`src/rtl/rr_arb4.sv`:
```
// Four-way round-robin arbiter with ack-driven release and hold timeout.
// All outputs are registered; the just-served requester drops to last priority.
module rr_arb4 #(
  parameter int unsigned TMO = 15
) (
  input  logic       clk,
  input  logic       reset,
  input  logic [3:0] req,
  input  logic       ack,
  output logic [3:0] gnt,
  output logic [1:0] gnt_id,
  output logic       gnt_valid,
  output logic       tmo_err
);

  localparam int unsigned NREQ = 4;
  localparam int unsigned IDW  = 2;
  localparam int unsigned CW   = 8;
  localparam logic [CW-1:0] TMO_LAST = CW'(TMO - 1);

  typedef enum logic {
    IDLE  = 1'b0,
    GRANT = 1'b1
  } state_t;

  state_t         state, state_n;
  logic [IDW-1:0] ptr, ptr_n;
  logic [CW-1:0]  cnt, cnt_n;
  logic [NREQ-1:0] gnt_n;
  logic [IDW-1:0] gnt_id_n;
  logic           tmo_n;

  logic [IDW-1:0] arb_ptr;
  logic [IDW-1:0] search_idx;
  logic [IDW-1:0] win_id;
  logic           win_found;
  logic           release_ev;

  // On release the pointer moves past the current holder before searching.
  assign arb_ptr = (state == GRANT) ? gnt_id + IDW'(1) : ptr;

  // Priority search starting at arb_ptr, wrapping mod 4.
  always_comb begin
    win_found  = 1'b0;
    win_id     = '0;
    search_idx = '0;
    for (int i = 0; i < NREQ; i++) begin
      search_idx = arb_ptr + IDW'(i);
      if (!win_found && req[search_idx]) begin
        win_found = 1'b1;
        win_id    = search_idx;
      end
    end
  end

  // Next-state and next-output logic.
  always_comb begin
    state_n    = state;
    ptr_n      = ptr;
    cnt_n      = cnt;
    gnt_n      = gnt;
    gnt_id_n   = gnt_id;
    tmo_n      = 1'b0;
    release_ev = 1'b0;
    case (state)
      IDLE: begin
        cnt_n = '0;
        if (win_found) begin
          state_n  = GRANT;
          gnt_n    = NREQ'(1) << win_id;
          gnt_id_n = win_id;
        end
      end
      GRANT: begin
        release_ev = ack || (cnt == TMO_LAST);
        if (release_ev) begin
          ptr_n = arb_ptr;
          tmo_n = !ack;
          cnt_n = '0;
          if (win_found) begin
            gnt_n    = NREQ'(1) << win_id;
            gnt_id_n = win_id;
          end else begin
            state_n  = IDLE;
            gnt_n    = '0;
            gnt_id_n = '0;
          end
        end else begin
          cnt_n = cnt + CW'(1);
        end
      end
      default: begin
        state_n  = IDLE;
        gnt_n    = '0;
        gnt_id_n = '0;
        cnt_n    = '0;
      end
    endcase
  end

  always_ff @(posedge clk or posedge reset) begin
    if (reset) begin
      state     <= IDLE;
      ptr       <= '0;
      cnt       <= '0;
      gnt       <= '0;
      gnt_id    <= '0;
      gnt_valid <= 1'b0;
      tmo_err   <= 1'b0;
    end else begin
      state     <= state_n;
      ptr       <= ptr_n;
      cnt       <= cnt_n;
      gnt       <= gnt_n;
      gnt_id    <= gnt_id_n;
      gnt_valid <= |gnt_n;
      tmo_err   <= tmo_n;
    end
  end

endmodule

```
`config.mk`:
```
export PLATFORM = sky130hd
export DESIGN_NAME = rr_arb4
export DESIGN_NICKNAME = d
export VERILOG_FILES = /design/src/rtl/rr_arb4.sv
export SDC_FILE = /design/constraint.sdc
export NUM_CORES = 1
export LEC_CHECK = 0
export CAP_MARGIN = 25
export CORE_MARGIN = 2
export CORE_UTILIZATION = 46
export DETAILED_ROUTE_END_ITERATION = 7
export DONT_BUFFER_PORTS = 1
export GPL_TIMING_DRIVEN = 1
export PLACE_DENSITY = 0.73
export SLEW_MARGIN = 20
export SYNTH_ARGS = -nofsm -noshare
export SYNTH_HDL_FRONTEND = slang
export SYNTH_SLANG_ARGS = --single-unit
export TNS_END_PERCENT = 100
```
`constraint.sdc`:
```
create_clock -name clk -period 2.2 [get_ports clk]
set_clock_uncertainty 0.05 [all_clocks]
set_input_delay 0.55 -clock clk [delete_from_list [all_inputs] [get_ports clk]]
set_output_delay 0.55 -clock clk [all_outputs]
set_load 0.02 [all_outputs]
```
==> metrics <==
clock sink count 19; design area 1160 um2; die area 2700 um2; WL per Instance 14.5 um; Mapped Cells 109; first-pass GRT wire length 3370 um; setup_tns 0 ps; Pre-antenna DRT Iters 4; endpoints failing setup 0; final worst slack 93.7 ps; Core ar. 2190 um2; row cnt 17; worst rel slew slack 0.537; Synthesis Warnings 0; Synth area leaders dfrtp_1 45%, nor2_1 5.3%, xor2_1 5.0%; Worst setup EP type flop; crit path max fanout 5; outcome completed; GR Util All Layers 0.170; wire length on met3 73 um; synth unique cells 42; CP startpoint kind flop; IO Port Bufs 0; CTS root buf clkbuf_4; critical setup path kind reg -> reg; diode count 0; DR top layer met4; number of synthesized flops with an enable pin 0; grt ovf 0; Max Cap Violations 0; VDD IR max 0.446 mV; Cell Pwr Density 745 nW/um2; synthesized area per cell 9.71 um2; area post-placement 1120 um2; Skew-Pair Late Insertion Delay 290 ps; largest net degree at the start of global routing 20; starting density of the core 0.483; initial antenna violation count 0; vias post-DR 850; Num CTS Buffers 3; dpl hpwl 1580 um; most frequent cells in the layout 17 x dfrtp_1, 15 x nor2_1, 10 x nand2_1, 7 x o21ai_0, 7 x buf_4; Simple-Gate Fraction of Synth Area 0.252; Ports 15; ANT nets after route 0; unrepaired setup endpoints after global routing false; FF/Latch Area 478 um2; Synth area leader dfrtp_1; Synth async-reset ratio 1.00; Synth Area in Compound Gates 0.173; vias in the first global route 820; commonest non-fill, non-tap cell in the layout dfrtp_1; Worst EP required 2320 ps; CTS max path bufs 2; post-place setup slack 94.9 ps; M1 WL 951 um; Slew @ Worst Pin 694 ps; syn_nets 118; Yosys reg bits 19; Die Y 52.0 um; Netlist Area Pre-Place 1060 um2; top_reg_cell synth dfrtp_1; multiplexer area fraction after synthesis 0; final hold violations 0; fmax 475 MHz; Placer Congestion 0.815; xor-xnor portion of the synthesized cell area 0.0662; Area Growth Syn to Fin 10.0%; Synth top area share 0.449; fillers 201; die width 52.0 um; critical path arrival 2230 ps; DRC errors left 0; TritonCTS clock tree yes; fin crit share 0.957; number of post-CTS setup repair buffers 0; Clk pin slew, worst setup/hold paths 100 ps; Post-Synth Adder-Cell Area 0.0236; Pleak 0.000536 uW; Nets 126; DRT iter0 DRCs 19; Seq/Total Area, Yosys 0.449; H-tree depth 1; largest family of logic cells by synthesized area simple AND/OR/NAND/NOR gates; Hold Crit Class in -> async; area of the multi-input gates 558 um2; DR vias/cell 5.90; final WL 2090 um; fin. max-slew vios 0; routed wl met2 1050 um; share of cells above drive strength 1 0.164; Tmin final 2110 ps
[cells by family after synthesis]
| family | count (synthesis) |
|---|---|
| DFF | 19 |
| xor gates and xnor gates | 8 |
| and+or+nand+nor | 50 |
| adders and majority gates | 2 |
| buffers and inverters | 8 |
| AOI/OAI and AO/OA | 22 |
[cells in the mapped netlist (all sizes together) (2+ instances only)]
cell type	instances
inv	4
o21ai	8
and2	2
nand4	3
xor2	6
a31o	2
ha	2
dfrtp	19
and3	2
nand2	10
and3b	3
xnor2	2
a211oi	2
buf	2
nand3	3
nor3	2
nor2	15
o21a	2
clkbuf	2
[timing repair]
item                                   CTS  global route
setup endpoints to repair                0             1
endpoints found under the hold margin    0             0
hold buffers                             0             0
resized for setup                        0             4
[path summary, 6_finish.rpt]
path / start / end / slack [ps] / depth (start not counted)
worst max-delay path: gnt_id[1]$_DFFE_PP0P_ / gnt_valid$_DFF_PP0_ / 90 / 5
worst min-delay path: reset / cnt[1]$_DFF_PP0_ / 190 / 1
worst max register to register: gnt_id[1]$_DFFE_PP0P_ / gnt_valid$_DFF_PP0_ / 90 / 5
worst min register to register: cnt[0]$_DFF_PP0_ / cnt[0]$_DFF_PP0_ / 490 / 1
max in group asynchronous: reset / gnt_id[0]$_DFFE_PP0P_ / 1430 / 1
min in group clk: req[0] / state$_DFF_PP0_ / 360 / 2
[worst max-delay path, cell delays in order, from the launching register on]
cell and delay (ps):
dfrtp_1 490, xor2_1 250, o211ai_2 140, a2111oi_4 400, o32ai_1 140, or4_1 520
[registers in the layout, indices dropped and copies added (netlist names)]
register   flops
gnt_valid      1
ptr            2
tmo_err        1
gnt            4
cnt            8
gnt_id         2
state          1
[stage by stage]
step | total power [uW] | instances | hold WS (ps) | utilization
floorplan | 633 | 109 | 435 | -
global placement | 687 | 140 | 460 | 0.512
detailed placement | 692 | 140 | 474 | 0.512
CTS | 864 | 144 | 219 | 0.524
global route | 920 | 144 | 249 | 0.532
finish | 868 | 144 | 194 | 0.532
[where the power goes]
part	internal, uW	switching (uW)	total (uW)
combinational	103	104	207
clock	70.4	102	172
sequential	397	91.0	488
[area by class of cell]
class	instances	area share
multi-input combinational	82	0.479
sequential	19	0.410
inverter	4	0.0129
tap	28	0.0301
timing repair buffer	7	0.0451
clock buffer	4	0.0226
[routing by layer]
metal	GRT usage	vias up
li1	-	401
met4	0.0833	0
met3	0.0259	2
met2	0.276	19
met1	0.220	428
met5	0	-
Power figures use the tool's default switching activity.
